==> src/rtl/ddr2pe_b.sv <==
// ddr2pe_b: DDR read stream -> PE bias buffer unpacker.
// Each accepted DDR word is split into DATA_W or TAIL_W sub-words, LSBs first.
// Each sub-word becomes one bbuf write, at consecutive addresses from 0.
module ddr2pe_b #(
  parameter int BUF_DEPTH = 256,
  parameter int ADDR_W    = $clog2(BUF_DEPTH),
  parameter int DDR_W     = 64,
  parameter int DATA_W    = 16,
  parameter int TAIL_W    = 8,
  localparam int RES_W    = DATA_W + TAIL_W
) (
  input  logic              clk,
  input  logic              rst,
  input  logic              start,
  output logic              done,
  input  logic              conf_trans_type,
  input  logic [7:0]        conf_trans_num,
  input  logic [DDR_W-1:0]  ddr1_data,
  input  logic              ddr1_valid,
  output logic              ddr1_ready,
  output logic [ADDR_W-1:0] bbuf_wr_addr,
  output logic [RES_W-1:0]  bbuf_wr_data,
  output logic [1:0]        bbuf_wr_mask,
  output logic              bbuf_wr_en
);

  localparam int DATA_PACK = DDR_W / DATA_W;
  localparam int TAIL_PACK = DDR_W / TAIL_W;
  localparam int SUB_W     = $clog2(TAIL_PACK);

  typedef enum logic {IDLE, RUN} state_t;

  state_t            state, state_next;
  logic              type_q;
  logic [7:0]        num_q;
  logic [DDR_W-1:0]  hold_data;
  logic              hold_valid;
  logic [SUB_W-1:0]  sub_cnt;
  logic [8:0]        wr_cnt;
  logic [8:0]        word_cnt;

  logic [8:0]        need_words;
  logic              all_accepted;
  logic              last_sub;
  logic              final_entry;
  logic              take;
  logic              emit;
  logic [DDR_W-1:0]  sel_word;
  logic [SUB_W-1:0]  sel_idx;
  logic [DDR_W-1:0]  shifted_data;
  logic [DDR_W-1:0]  shifted_tail;
  logic [DATA_W-1:0] sub_data;
  logic [TAIL_W-1:0] sub_tail;

  // State register; reset and restart both handled synchronously.
  always_ff @(posedge clk) begin
    if (rst) state <= IDLE;
    else     state <= state_next;
  end

  // Next state: start always (re)enters RUN; RUN ends once every entry is written.
  always_comb begin
    state_next = state;
    case (state)
      IDLE: if (start) state_next = RUN;
      RUN: begin
        if (start)                        state_next = RUN;
        else if (wr_cnt == {1'b0, num_q}) state_next = IDLE;
      end
      default: state_next = IDLE;
    endcase
  end

  // Handshake control and sub-word selection.
  // A word's first sub-word is written straight from the DDR bus. The word is
  // then held only while sub-words are still pending. A new word is therefore
  // taken in the cycle right after the last pending sub-word was issued.
  // This keeps one write per cycle with no bubble between words.
  always_comb begin
    need_words = type_q ? 9'((32'(num_q) + TAIL_PACK - 1) / TAIL_PACK)
                        : 9'((32'(num_q) + DATA_PACK - 1) / DATA_PACK);
    all_accepted = (word_cnt >= need_words);
    last_sub = type_q ? (sub_cnt == SUB_W'(TAIL_PACK - 1))
                      : (sub_cnt == SUB_W'(DATA_PACK - 1));
    final_entry = ((wr_cnt + 9'd1) == {1'b0, num_q});
    ddr1_ready = (state == RUN) && !all_accepted && !hold_valid;
    take = ddr1_ready && ddr1_valid;
    emit = (state == RUN) && (hold_valid || take);
    sel_word = hold_valid ? hold_data : ddr1_data;
    sel_idx = hold_valid ? sub_cnt : '0;
    shifted_data = sel_word >> (32'(sel_idx) * DATA_W);
    shifted_tail = sel_word >> (32'(sel_idx) * TAIL_W);
    sub_data = shifted_data[DATA_W-1:0];
    sub_tail = shifted_tail[TAIL_W-1:0];
  end

  // Run bookkeeping, hold register and registered bbuf write port.
  always_ff @(posedge clk) begin
    if (rst) begin
      type_q       <= 1'b0;
      num_q        <= '0;
      hold_data    <= '0;
      hold_valid   <= 1'b0;
      sub_cnt      <= '0;
      wr_cnt       <= '0;
      word_cnt     <= '0;
      done         <= 1'b1;
      bbuf_wr_en   <= 1'b0;
      bbuf_wr_addr <= '0;
      bbuf_wr_data <= '0;
      bbuf_wr_mask <= 2'b00;
    end else begin
      bbuf_wr_en <= 1'b0;
      if (start) begin
        type_q     <= conf_trans_type;
        num_q      <= conf_trans_num;
        hold_valid <= 1'b0;
        sub_cnt    <= '0;
        wr_cnt     <= '0;
        word_cnt   <= '0;
        done       <= 1'b0;
      end else if (state == RUN) begin
        if (wr_cnt == {1'b0, num_q}) done <= 1'b1;
        if (take) begin
          hold_data <= ddr1_data;
          word_cnt  <= word_cnt + 9'd1;
        end
        if (emit) begin
          bbuf_wr_en   <= 1'b1;
          bbuf_wr_addr <= wr_cnt[ADDR_W-1:0];
          bbuf_wr_mask <= type_q ? 2'b01 : 2'b10;
          bbuf_wr_data <= type_q ? {{DATA_W{1'b0}}, sub_tail}
                                 : {sub_data, {TAIL_W{1'b0}}};
          wr_cnt       <= wr_cnt + 9'd1;
          if (hold_valid) begin
            sub_cnt <= sub_cnt + SUB_W'(1);
            if (last_sub || final_entry) hold_valid <= 1'b0;
          end else begin
            sub_cnt    <= SUB_W'(1);
            hold_valid <= !final_entry;
          end
        end
      end
    end
  end

endmodule
==> config.mk <==
export PLATFORM = sky130hd
export DESIGN_NAME = ddr2pe_b
export DESIGN_NICKNAME = d
export VERILOG_FILES = /design/src/rtl/ddr2pe_b.sv
export SDC_FILE = /design/constraint.sdc
export NUM_CORES = 1
export LEC_CHECK = 0
export ABC_AREA = 1
export BUFFER_PORTS_ARGS = -buffer_cell sky130_fd_sc_hd__buf_2
export CAP_MARGIN = 40
export CELL_PAD_IN_SITES_DETAIL_PLACEMENT = 1
export CELL_PAD_IN_SITES_GLOBAL_PLACEMENT = 1
export CORE_MARGIN = 2
export CORE_UTILIZATION = 43
export DETAILED_ROUTE_END_ITERATION = 16
export GPL_TIMING_DRIVEN = 0
export PLACE_DENSITY_LB_ADDON = 0.1
export SLEW_MARGIN = 10
export SYNTH_ARGS = -nofsm -noshare
export SYNTH_HDL_FRONTEND = slang
export SYNTH_SLANG_ARGS = --single-unit
==> constraint.sdc <==
create_clock -name clk -period 4.55 [get_ports clk]
set_input_delay 0.6825 -clock clk [delete_from_list [all_inputs] [get_ports clk]]
set_output_delay 0.6825 -clock clk [all_outputs]
set_load 0.02 [all_outputs]
# Yosys cells after proc, flatten, opt, wreduce, memory -nomap -nowiden
# Cells that the tools add are included.
dict set report classes {
  addsub 7
  magnitude_cmp 1
  eq_ne 4
  n_shift 2
  n_mux 17
  bitwise 2
  n_reduce_logical 18
}
# cell count
set op_table {}
lappend op_table {{two-way mux 64 bit} 1}
lappend op_table {{>> shifter 64 x 6 -> 8 bit} 1}
lappend op_table {{>> shifter 64 x 7 -> 16 bit} 1}
lappend op_table {{two-way mux 24 bit} 1}
lappend op_table {{subtractor 9 x 1 -> 10 bit, second input constant} 2}
lappend op_table {{adder 9 x 1 -> 9 bit, second input constant} 2}
lappend op_table {{equality test 9 x 8 -> 1 bit} 2}
lappend op_table {{two-way mux 1 bit} 10}
lappend op_table {{adder 8 x 3 -> 9 bit, second input constant} 1}
lappend op_table {{adder 8 x 4 -> 9 bit, second input constant} 1}
lappend op_table {{greater-or-equal comparator 9 bit} 1}
lappend op_table {{two-way mux 9 bit} 1}
lappend op_table {{two-way mux 3 bit} 2}
lappend op_table {{AND reduction 2 bit} 3}
lappend op_table {{AND reduction 3 bit} 2}
lappend op_table {{logical AND 1 bit} 4}
lappend op_table {{nonzero test 2 bit} 2}
lappend op_table {{adder 3 x 1 -> 3 bit, second input constant} 1}
lappend op_table {{equality test 3 x 2 -> 1 bit, second input constant} 1}
lappend op_table {{equality test 3 bit, second input constant} 1}
lappend op_table {{zero test 1 bit} 3}
lappend op_table {{OR reduction 3 bit} 1}
lappend op_table {{logical OR 1 bit} 2}
lappend op_table {{two-way mux 2 bit} 1}
lappend op_table {{other kinds (3)} 4}
dict set report word_totals {
  register_bits 132
  inputBits 77
  out_inout_bits 37
  word_cells 64
}

# Logic depth before layout (Yosys ltp)
# Gate-level depths: netlist (run 1).
dict set report logic_depth {
  ltp_word 11
  depth_mapped 24
  mapped_depth_nobuf 23
}

# Least setup slack after synthesis (run 1)
# No wires, ideal clock.
dict set report synth_path {
  kind {flip-flop to output port}
  startpoint {reg num_q[0]}
  endpoint {out ddr1_ready}
  t_arrival_ns 2.284
  t_required_ns 3.868
  setup_slack_ns 1.584
  path_stages_with_launch 18
  path_buffers 0
  path_cell_list {dfxtp_1 nor2_1 inv_1 nand2_1 nor2_1 nand2_1 nor2_1 nand2_1 a21oi_1 o21ai_0 o31ai_1 inv_1 ha_1 nand2_1 nor3_1 a21oi_2 nand4_2 nor2_1}
}
dict set report synth_between {
  elab_chain_cells 7
  word_cells_on_any_way 9
  classes_between {add/sub (4); order compare (1); mux (1); reduce/logical (3)}
}
# element line_no
set synth_rtl {}
lappend synth_rtl {{from (decl)} 35} ;# logic [7:0] num_q;
lappend synth_rtl {{from (signal assigned)} 116} ;# num_q <= conf_trans_num;
lappend synth_rtl {{adder 8 x 3 -> 9 bit / adder 8 x 4 -> 9 bit (equally long branches)} {81, 80}}
lappend synth_rtl {{subtractor 9 x 1 -> 10 bit (on tied branches)} {81, 80}}
lappend synth_rtl {{two-way mux 9 bit (*)} 80} ;# need_words = type_q ? 9'((32'(num_q) + TAIL_PACK - 1) / TAIL_PACK)
lappend synth_rtl {{greater-or-equal comparator 9 bit (*)} 82} ;# all_accepted = (word_cnt >= need_words);
lappend synth_rtl {{zero test 1 bit (*)} 86} ;# ddr1_ready = (state == RUN) && !all_accepted && !hold_valid;
lappend synth_rtl {{logical AND 1 bit (*) (2 in series)} 86}
lappend synth_rtl {{to (decl)} 20} ;# output logic ddr1_ready,
# Mark *: on every way between the ends. The rest lies on a longest branch, timed or not.

# Final worst setup path (run 1)
# Ends and elaborated chain as after synthesis.

==> results of run 1 <==
## power groups by stage
stage	registers [mW]	logic, mW	clock network, mW
2_1_floorplan	1.23	0.211	0
3_3_place_gp	1.23	0.341	0
3_5_place_dp	1.23	0.350	0
4_1_cts	1.21	0.354	1.38
5_1_grt	1.21	0.398	1.43
6_report	1.21	0.356	1.37
## layout make-up
type                    instances  area (sq um)  area share
flip-flops and latches        132          2640       0.307
multi-input cells             813          3760       0.437
well taps                     220           275      0.0320
clock inverters                15           158      0.0183
clock buffers                  17           425      0.0495
repair buffers                112           561      0.0652
plain buffers                  67           328      0.0381
inverters                     121           454      0.0528
## worst max-delay path by stage
stage / start / end / slack (ps) / cells past startpoint
final: num_q[0]$_SDFFE_PP0P_ / ddr1_ready / 650 / 18
after global routing: num_q[0]$_SDFFE_PP0P_ / ddr1_ready / 320 / 18
after global placement: num_q[0]$_SDFFE_PP0P_ / hold_data[19]$_SDFFE_PP0P_ / 930 / 23
after detailed placement: num_q[0]$_SDFFE_PP0P_ / hold_data[19]$_SDFFE_PP0P_ / 810 / 23
after CTS: num_q[0]$_SDFFE_PP0P_ / ddr1_ready / 620 / 19
after floorplan: num_q[0]$_SDFFE_PP0P_ / ddr1_ready / 1580 / 17
## cells in the final DEF, fill, tap and decap left out, drive strengths merged
master	netlist	layout
bufinv	0	2
buf	27	139
nand3	56	56
xor2	16	16
dfxtp	132	132
nand2	273	273
nor4	1	1
o21bai	2	2
a31oi	2	2
clkinvlp	0	4
o211ai	25	25
o31ai	2	2
o22ai	9	9
clkbuf	40	57
a211oi	3	3
nand4	5	5
a32o	1	1
ha	10	10
nor2	207	207
inv	119	121
nand3b	1	1
xnor2	4	4
nor3	23	23
a21oi	80	80
o21ai	92	92
clkinv	2	9
and2	1	1
## worst reg2reg max path, cell delays in order, from the launching register on
cell     delay [ps]
dfxtp_1         360
nor2_1           80
inv_1            70
nor2_1           50
nor2_1          180
nand2_1         130
nor2_1          150
nand2_1         130
a21oi_1         150
o21ai_0          90
o21ai_0         130
ha_1            340
nand2_1         100
inv_1            40
nand2_1          60
nand2_1          60
a21oi_2         140
nand4_2         180
nor3_4          360
nand2_2         150
buf_2           250
buf_2           250
nor2_1          140
nor2_1           70
## metal layers
| metal | vias up | wire, um |
|---|---|---|
| met5 | - | 0 |
| met4 | 0 | 1040 |
| met3 | 62 | 1100 |
| met2 | 197 | 13100 |
| met1 | 3735 | 11400 |
| li1 | 3874 | - |
## cells in the mapped netlist, types with 2 or more instances
library cell	n	area, sq um
clkbuf_1	40	150
nand3_1	56	280
nand4_1	4	25.0
nor2_1	207	777
buf_2	19	95.1
nand2_2	2	12.5
a211oi_1	3	22.5
o21ai_0	89	445
nor3_1	22	110
a31oi_1	2	12.5
o31ai_1	2	15.0
ha_1	10	125
nand2_1	271	1020
xor2_1	16	140
o21ai_1	3	15.0
clkinv_1	2	7.51
xnor2_1	4	35.0
a21oi_1	79	395
dfxtp_1	132	2640
inv_1	118	443
buf_6	7	78.8
o22ai_1	9	56.3
o211ai_1	25	188
## metrics by stage
step                      worst slack (ps)  std cells  hold slack [ps]  power (mW)   util
after CTS                              620       1497              467        2.95  0.522
after floorplan                       1580       1133              472        1.44      -
after detailed placement               808       1465              457        1.58  0.487
after global placement                 928       1465              446        1.57  0.487
final                                  654       1497              463        2.94  0.522
after global routing                   324       1497              485        3.04  0.522
## sequential cells by signal (all words and copies together) (netlist names)
signal        flops
hold_data        64
bbuf_wr_data     24
word_cnt          9
wr_cnt            9
bbuf_wr_addr      8
num_q             8
sub_cnt           3
bbuf_wr_mask      2
bbuf_wr_en        1
done              1
hold_valid        1
state             1
type_q            1
## cell families (layout without fill, tap and decap cells)
family / count (synthesis) / in the layout / synth area share
flops: 132 / 132 / 0.368
xor+xnor: 20 / 20 / 0.0244
fa+ha+maj: 10 / 10 / 0.0174
simple gates: 567 / 567 / 0.316
compound gates: 216 / 216 / 0.165
buf+inv: 188 / 332 / 0.109
==> impl_results.md, run 1 <==
- Final nets: 1351
- Crit path max-delay cell type: dfxtp_1
- Hold path cells: 2
- FILL cells: approximately 2300
- Status: completed
- Area of the mapped netlist: 0.00718 sq mm
- DRT Wirelength: between 20000 and 30000 um
- Met1 usage: 0.369
- I/O Pins: about 110
- 1st-iter DRT viols: 398
- Netlist cell types: 34
- Net switching power: slightly above 0.8 mW
- Clock share of power: 0.467
- H-tree levels: 4
- Number of synthesized flops with an enable pin: 0
- Mapped Cells: about 1100
- Wire per inst: about 18 um
- Hold Startpoint: bbuf_wr_addr[3]$_SDFFE_PP0P_
- Required @ worst endpoint: just under 4000 ps
- Clock input transition at the sequential cells of the worst setup and hold paths: roughly 60 ps
- Worst r2r path cells: 23
- Leakage power: 4.09 nW
- #FFs+latches synth: 132
- RSZ-0062 raised after global routing: false
- Met3 Use GR: 0.0548
- Post-detailed-route count of antenna-violating nets: 0
- Peak supply drop: ~0.27 mV
- Die W: approximately 130 um
- Setup TNS: 0 ps
- Sw frac: 0.282
- 1st-pass router iterations: 4
- R2r startpoint: num_q[0]$_SDFFE_PP0P_
- Worst skew pair latency: 430 ps
- Crit end category: output pin
- # DRC: 0
- Cell chain of the critical path: nor2_1, inv_1, nand2_1, nor2_1, nand2_1, nor2_1, nand2_1, a21oi_1, o21ai_0, o31ai_1, inv_1, ha_1, nand2_1, nor3_1, nand3_1, nand4_2, nor2_1, buf_2
- Global-route usage over all layers: 0.309
- Critical Path AT: ~3200 ps
- Ys flop type: dfxtp_1
- Initial core utilization: 0.436
- Syn Nets: between 1000 and 1500
- FMAX: 257 MHz
- Slew of the pin with the lowest slew margin: approximately 740 ps
- Fin crit share: 0.856
- Core footprint: 0.0165 sq mm
- Final instance area: between 0.008 and 0.009 sq mm
- Root Driver: clkbuf_16
- Hold Crit Class: flip-flop to flip-flop
- Cell family contributing the most delay on the critical path: simple AND/OR/NAND/NOR gates
- Total internal power: 2.11 mW
- Final setup fails: 0
- Asr flop ratio synth: 0
- Vias per cell: ~5.3
- Die ar.: between 0.015 and 0.02 sq mm
- Area grow syn2layout: 19.8%
- Die Height: 133 um
- Detailed-route via count: 7868
- Sequential fraction of the synthesis area: 0.368
- # diodes: 0
- Max_cap viols: 0
- Number of placement rows: 47
- GRT met2 Usage: 0.543
- Comb pwr share: 0.121
- GPL Wtd Cong: 0.929
- R2r setup slk: 800 ps
- TritonCTS clock tree: yes
- Max clock buf depth: 2
- CTS Sinks: between 100 and 150
- Hold endpoint: bbuf_wr_addr[3]$_SDFFE_PP0P_
- Number of global-route vias before repair: 8167
- Final Max Slew Viols: 0
- Gr busiest metal: met2
- GRT Residual Overflow: 0
- Setup CP Type: flip-flop to output pin
- DP HPWL: ~21000 um
- Synth warnings: 0
- Initial antenna violation count: 0
- Startpoint Class: flip-flop
- Bufs and invs on worst path: 3
- Largest net degree at the start of global routing: 17
- Max-slew headroom: 0.504
- Seq pwr share: 0.412
- Port Buffers: between 100 and 150
- Worst-path fanout max: 3
- Worst reg2reg path endpoint: hold_data[12]$_SDFFE_PP0P_
- Share of post-route cells with drive strength above 1: 0.139
- Avg Cell Area, Syn: about 6.3 sq um
- Worst Skew: 7.17 ps
- Fin crit period: 3900 ps
- Post-CTS Hold Buffers: 0
- Hold Vio Cnt, Final: 0
- CP max stage delay: 360 ps
- PwrDens: between 300 and 400 mW/mm^2
- Placed cell area: between 0.008 and 0.009 sq mm
- Post-CTS sizing: 0
- Post-CTS Setup Inserts: 0
- First-pass GRT wire length: around 43000 um
- Total CTS buffers: 17
No activity file was read; power rests on OpenSTA's default activity.
==> inputs of run 2 (changes only) <==
- CORE_UTILIZATION: 43 -> 23
- TNS_END_PERCENT: default -> 100
==> impl_results.md, run 2 (synthesized netlist as in run 1, its figures left out) <==
- Footprint of the multi-input gates: 0.00376 sq mm (unchanged)
- I/O Pins: 114 (unchanged)
- Total CTS buffers: 17 (unchanged)
- Cell family contributing the most delay on the critical path: simple AND/OR/NAND/NOR gates (unchanged)
- Bufs and invs on worst path: 3 (unchanged)
- DP HPWL: 23200 um (was 20600 um)
- Commonest non-fill, non-tap cell in the layout: nand2_1 (unchanged)
- WL met3: 821 um (was 1100 um)
- PwrDens: 349 mW/mm^2 (was 342 mW/mm^2)
- Final nets: 1351 (unchanged)
- Crit path max-delay cell type: dfxtp_1 (unchanged)
- Die Height: 181 um (was 133 um)
- GRT Residual Overflow: 0 (unchanged)
- CP max stage delay: 360 ps (about the same)
- Regs by FF count: hold_data (64), bbuf_wr_data (24) (unchanged)
- Post-CTS Setup Inserts: 0 (unchanged)
- Largest net degree at the start of global routing: 17 (unchanged)
- Root Driver: clkbuf_16 (unchanged)
- RSZ-0062 raised after global routing: false (unchanged)
- Core footprint: 0.0307 sq mm (was 0.0165 sq mm)
- Crit end category: output pin (unchanged)
- First-pass GRT wire length: 45200 um (was 42700 um)
- Detailed-route via count: 7535 (was 7868)
- Initial core utilization: 0.234 (was 0.436)
- Max-slew headroom: 0.532 (was 0.504)
- FMAX: 254 MHz (was 257 MHz)
- Setup TNS: 0 ps (unchanged)
- Post-CTS Hold Buffers: 0 (unchanged)
- Reg with most FFs: hold_data (unchanged)
- Hold Crit Class: flip-flop to flip-flop (unchanged)
- Final hold slack: 460 ps (was 463 ps)
- Required @ worst endpoint: 3870 ps (about the same)
- 1st-pass router iterations: 4 (unchanged)
- Vias per cell: 4.50 (was 5.26)
- Sequential Area: 0.00264 sq mm (unchanged)
- 1st-iter DRT viols: 348 (was 398)
- # DRC: 0 (unchanged)
- DRT met1 WL: 13600 um (was 11400 um)
- Initial antenna violation count: 0 (unchanged)
- Hold Vio Cnt, Final: 0 (unchanged)
- Final Max Slew Viols: 0 (unchanged)
- Port Buffers: 112 (unchanged)
- Max clock buf depth: 2 (unchanged)
- Worst Skew: 13.1 ps (was 7.17 ps)
- Fin crit period: 3940 ps (was 3900 ps)
- H-tree levels: 4 (unchanged)
- Setup CP Type: flip-flop to output pin (unchanged)
- Leakage power: 4.12 nW (was 4.09 nW)
- DRT Wirelength: 29200 um (was 26700 um)
- Area grow syn2layout: 23.5% (was 19.8%)
- Die ar.: 0.0327 sq mm (was 0.0178 sq mm)
- Final setup fails: 0 (unchanged)
- Global-route usage over all layers: 0.181 (was 0.309)
- Startpoint Class: flip-flop (unchanged)
- Die W: 181 um (was 133 um)
- Worst-path fanout max: 3 (unchanged)
- GPL Wtd Cong: 0.876 (was 0.929)
- Cell chain of the critical path: nor2_1, inv_1, nand2_1, nor2_1, nand2_1, nor2_1, nand2_1, a21oi_1, o21ai_0, o31ai_1, inv_1, ha_1, nand2_1, nor3_1, nand3_1, nand4_2, nor2_1, buf_2 (unchanged)
- Peak supply drop: 0.270 mV (was 0.272 mV)
- CTS Sinks: 132 (unchanged)
- Uppermost layer routed: met4 (unchanged)
- TritonCTS clock tree: yes (unchanged)
- Post-CTS sizing: 0 (unchanged)
- WL met2: 14300 um (was 13100 um)
- Share of post-route cells with drive strength above 1: 0.138 (was 0.139)
- Clock input transition at the sequential cells of the worst setup and hold paths: 60 ps (about the same)
- Most frequent cells in the layout: nand2_1 (271), nor2_1 (207), dfxtp_1 (132) (unchanged)
- Number of placement rows: 64 (was 47)
- FILL cells: 3949 (was 2325)
- Slew of the pin with the lowest slew margin: 702 ps (was 737 ps)
- Status: completed (unchanged)
- Number of global-route vias before repair: 7806 (was 8167)
- Fin crit share: 0.865 (was 0.856)
- Max FFs per register: 64 (unchanged)
- Max_cap viols: 0 (unchanged)
- Post-detailed-route count of antenna-violating nets: 0 (unchanged)
- Critical Path AT: 3250 ps (was 3210 ps)
- Worst skew pair latency: 440 ps (was 430 ps)
- # diodes: 0 (unchanged)
- Wire per inst: 17.5 um (was 17.8 um)
[run 2: final timing paths]
check | startpoint | endpoint | slack (ps) | depth (start not counted)
max | num_q[0]$_SDFFE_PP0P_ | ddr1_ready | 610 | 18
min reg2reg | bbuf_wr_addr[3]$_SDFFE_PP0P_ | bbuf_wr_addr[3]$_SDFFE_PP0P_ | 460 | 2
min | bbuf_wr_addr[3]$_SDFFE_PP0P_ | bbuf_wr_addr[3]$_SDFFE_PP0P_ | 460 | 2
max reg2reg | type_q$_SDFFE_PP0P_ | hold_data[21]$_SDFFE_PP0P_ | 860 | 17
[run 2: cell type report]
cell class,instances,area share
Clock buffer,18,0.0484
Timing Repair Buffer,112,0.0632
Multi-Input combinational cell,813,0.424
Tap cell,396,0.0559
Inverter,121,0.0512
Sequential cell,132,0.298
Buffer,67,0.0370
Clock inverter,14,0.0226
[run 2: layer usage]
metal / vias up / global-route usage
li1: 3878 / -
met1: 3515 / 0.229
met2: 117 / 0.317
met3: 25 / 0.0282
met4: 0 / 0.0526
met5: - / 0
[run 2: per-stage QoR]
| step | utilization | worst slack, ps | cell area (sq um) | total power [mW] | instances |
|---|---|---|---|---|---|
| 2_1_floorplan | - | 1580 | 7180 | 1.44 | 1133 |
| 3_3_place_gp | 0.269 | 784 | 8240 | 1.59 | 1641 |
| 3_5_place_dp | 0.269 | 813 | 8240 | 1.60 | 1641 |
| 4_1_cts | 0.289 | 557 | 8870 | 3.15 | 1673 |
| 5_1_grt | 0.289 | 169 | 8870 | 3.24 | 1673 |
| 6_report | 0.289 | 614 | 8870 | 3.09 | 1673 |
[run 2: worst reg2reg max path: stages, from the launching register on]
cell      delay [ps]
dfxtp_1          360
clkbuf_1         430
clkbuf_1         470
a32o_1           240
inv_1             50
ha_1             310
nand2_1          100
inv_1             40
nand2_1           50
nand2_1           60
a21oi_2          120
nand4_2          150
nor3_4           420
nand2_2          140
buf_2            230
buf_2            230
nor2_1           130
nor2_1            50
[run 2: report_power, final]
part / switching [mW] / internal (mW) / total, mW / leakage [nW]
Combinational: 0.240 / 0.115 / 0.355 / 2.75
Sequential: 0.0237 / 1.19 / 1.21 / 1.07
Clock: 0.600 / 0.926 / 1.53 / 0.303
Total: 0.864 / 2.23 / 3.09 / 4.12
==> inputs of run 3 (changes only) <==
- CORE_UTILIZATION: 23 -> 40
- PLACE_DENSITY: default -> 0.92
- PLACE_DENSITY_LB_ADDON: 0.1 -> default
- clock period: 4.55 -> 4.05 ns (I/O delays scaled with it)
==> impl_results.md, run 3 (synthesized netlist as in run 1, its figures left out) <==
- Detailed-route via count: 8043 (was 7535)
- Required @ worst endpoint: 3440 ps (was 3870 ps)
- Placed cell area: 0.00803 sq mm (was 0.00824 sq mm)
- Area grow syn2layout: 20.4% (was 23.5%)
- Number of placement rows: 49 (was 64)
- Final Max Slew Viols: 0 (unchanged)
- Die ar.: 0.0190 sq mm (was 0.0327 sq mm)
- Initial core utilization: 0.404 (was 0.234)
- Uppermost layer routed: met4 (unchanged)
- WL met3: 1900 um (was 821 um)
- PwrDens: 392 mW/mm^2 (was 349 mW/mm^2)
- FILL cells: 2443 (was 3949)
- Final setup fails: 0 (unchanged)
- Fin crit share: 0.953
- Total CTS buffers: 17 (unchanged)
- Wire per inst: 18.4 um (was 17.5 um)
- Crit end category: output pin (unchanged)
- Regs by FF count: hold_data (64), bbuf_wr_data (24) (unchanged)
- H-tree levels: 4 (unchanged)
- 1st-pass router iterations: 5 (was 4)
- WL met2: 13200 um (was 14300 um)
- Final nets: 1351 (unchanged)
- Seq pwr share: 0.401 (was 0.391)
- Max FFs per register: 64 (unchanged)
- Sw frac: 0.268 (was 0.280)
- 1st-iter DRT viols: 511 (was 348)
- Worst Skew: 9.50 ps (was 13.1 ps)
- Fin crit period: roughly 3900 ps
- DRT met1 WL: 11800 um (was 13600 um)
- Comb pwr share: 0.120 (was 0.115)
- Setup TNS: 0 ps (unchanged)
- Most frequent cells in the layout: nand2_1 (271), nor2_1 (204), buf_2 (131), dfxtp_1 (131), inv_1 (118) (was nand2_1 (271), nor2_1 (207), dfxtp_1 (132))
- Clock share of power: 0.479 (was 0.494)
- Root Driver: clkbuf_16 (unchanged)
- First-pass GRT wire length: 43200 um (was 45200 um)
- Hold Crit Class: input port to flip-flop (was flip-flop to flip-flop)
- CTS Sinks: 132 (unchanged)
- Worst skew pair latency: 440 ps (about the same)
- Slew of the pin with the lowest slew margin: 874 ps (was 702 ps)
- Port Buffers: 112 (unchanged)
- Post-CTS Setup Inserts: 0 (unchanged)
- TritonCTS clock tree: yes (unchanged)
- Initial antenna violation count: 0 (unchanged)
- Setup CP Type: flip-flop to output pin (unchanged)
- Max clock buf depth: 2 (unchanged)
- Max-slew headroom: 0.417 (was 0.532)
- Vias per cell: 5.34 (was 4.50)
- Leakage power: 4.10 nW (was 4.12 nW)
- Final instance area: 0.00865 sq mm (was 0.00887 sq mm)
- Commonest non-fill, non-tap cell in the layout: nand2_1 (unchanged)
- FMAX: 259 MHz
- Share of post-route cells with drive strength above 1: 0.139 (was 0.138)
- Final WS setup: 191 ps (was 614 ps)
- Max_cap viols: 0 (unchanged)
- DP HPWL: 21000 um (was 23200 um)
- # diodes: 0 (unchanged)
- # DRC: 0 (unchanged)
- Die W: 138 um (was 181 um)
- I/O Pins: 114 (unchanged)
- GPL Wtd Cong: 0.988 (was 0.876)
- Core footprint: 0.0178 sq mm (was 0.0307 sq mm)
- Worst-path fanout max: 4 (was 3)
- Global-route usage over all layers: 0.287 (was 0.181)
- Number of global-route vias before repair: 8078 (was 7806)
- GRT Residual Overflow: 0 (unchanged)
- Startpoint Class: flip-flop (unchanged)
- Status: completed (unchanged)
- Total internal power: 2.48 mW (was 2.23 mW)
- Power Total: 3.39 mW (was 3.09 mW)
- Peak supply drop: 0.314 mV (was 0.270 mV)
- Final hold slack: 391 ps (was 460 ps)
- Net switching power: 0.908 mW (was 0.864 mW)
- RSZ-0062 raised after global routing: false (unchanged)
- Critical Path AT: 3250 ps (about the same)
- Pre-CTS WS: 415 ps (was 813 ps)
- Die Height: 138 um (was 181 um)
- Post-detailed-route count of antenna-violating nets: 0 (unchanged)
- Largest net degree at the start of global routing: 17 (unchanged)
- DRT Wirelength: 27700 um (was 29200 um)
- Clock input transition at the sequential cells of the worst setup and hold paths: 60 ps (about the same)
- Hold Vio Cnt, Final: 0 (unchanged)
- Reg with most FFs: hold_data (unchanged)
-- run 3: cell types whose count changed in the layout (fill, tap and decap cells not counted) --
cell        before  now
nor2_1         207  204
dfxtp_1        132  131
nor3_4           1    2
clkinvlp_4       2    3
clkinv_4         2    0
nor2_2           0    3
clkbuf_1        41   44
clkinv_2         2    3
dfxtp_2          0    1
inv_8            1    0
nor3_1          22   21
inv_6            3    0
-- run 3: cell type report --
cell class | count | area, sq um | area share
clock inverter | 10 | 158 | 0.0182
clock buffer | 21 | 440 | 0.0509
multi-input combinational | 813 | 3780 | 0.437
inverter | 121 | 454 | 0.0525
timing repair buffer | 112 | 561 | 0.0648
sequential | 132 | 2640 | 0.306
tap | 229 | 287 | 0.0331
buffer | 67 | 328 | 0.0379
-- run 3: critical path, cell delays in order (launching register included) --
cell,delay (ps)
dfxtp_1,370
nor2_1,70
inv_1,80
nor2_1,70
nor2_2,170
nand2_1,120
nor2_1,150
nand2_1,130
a21oi_1,140
o21ai_0,90
o21ai_0,130
ha_1,340
nand2_1,100
inv_1,40
nand2_1,70
nand2_1,70
a21oi_2,140
nand4_2,150
nor2_1,190
buf_2,190
-- run 3: final timing paths --
kind	from	end	slack (ps)	cells past startpoint
setup / recovery	num_q[1]$_SDFFE_PP0P_	ddr1_ready	190	19
hold / removal	ddr1_data[51]	hold_data[51]$_SDFFE_PP0P_	390	3
setup reg to reg	num_q[1]$_SDFFE_PP0P_	hold_data[17]$_SDFFE_PP0P_	350	23
hold reg to reg	bbuf_wr_data[14]$_SDFFE_PP0P_	bbuf_wr_data[14]$_SDFFE_PP0P_	460	2
-- run 3: power groups by stage --
stage                     Combinational (mW)  Clock, mW  Sequential (mW)
after floorplan                        0.237          0             1.39
after global placement                 0.383          0             1.38
after detailed placement               0.396          0             1.39
after CTS                              0.402       1.63             1.36
after global routing                   0.451       1.70             1.36
final                                  0.408       1.62             1.36
-- run 3: metal layers --
layer | vias to the layer above | track usage
met2 | 286 | 0.489
li1 | 3869 | -
met5 | - | 0
met1 | 3832 | 0.362
met4 | 0 | 0.104
met3 | 56 | 0.0589
-- run 3: stage by stage --
step	cells	utilization
after floorplan	1133	-
after global placement	1474	0.452
after detailed placement	1474	0.452
after CTS	1505	0.485
after global routing	1505	0.486
final	1505	0.486
-- run 3: repair_timing --
item | CTS | global route
resized for setup | 0 | 6
endpoints found under the setup margin | 0 | 25
hold endpoints to repair | 0 | 0
hold buffers | 0 | 0
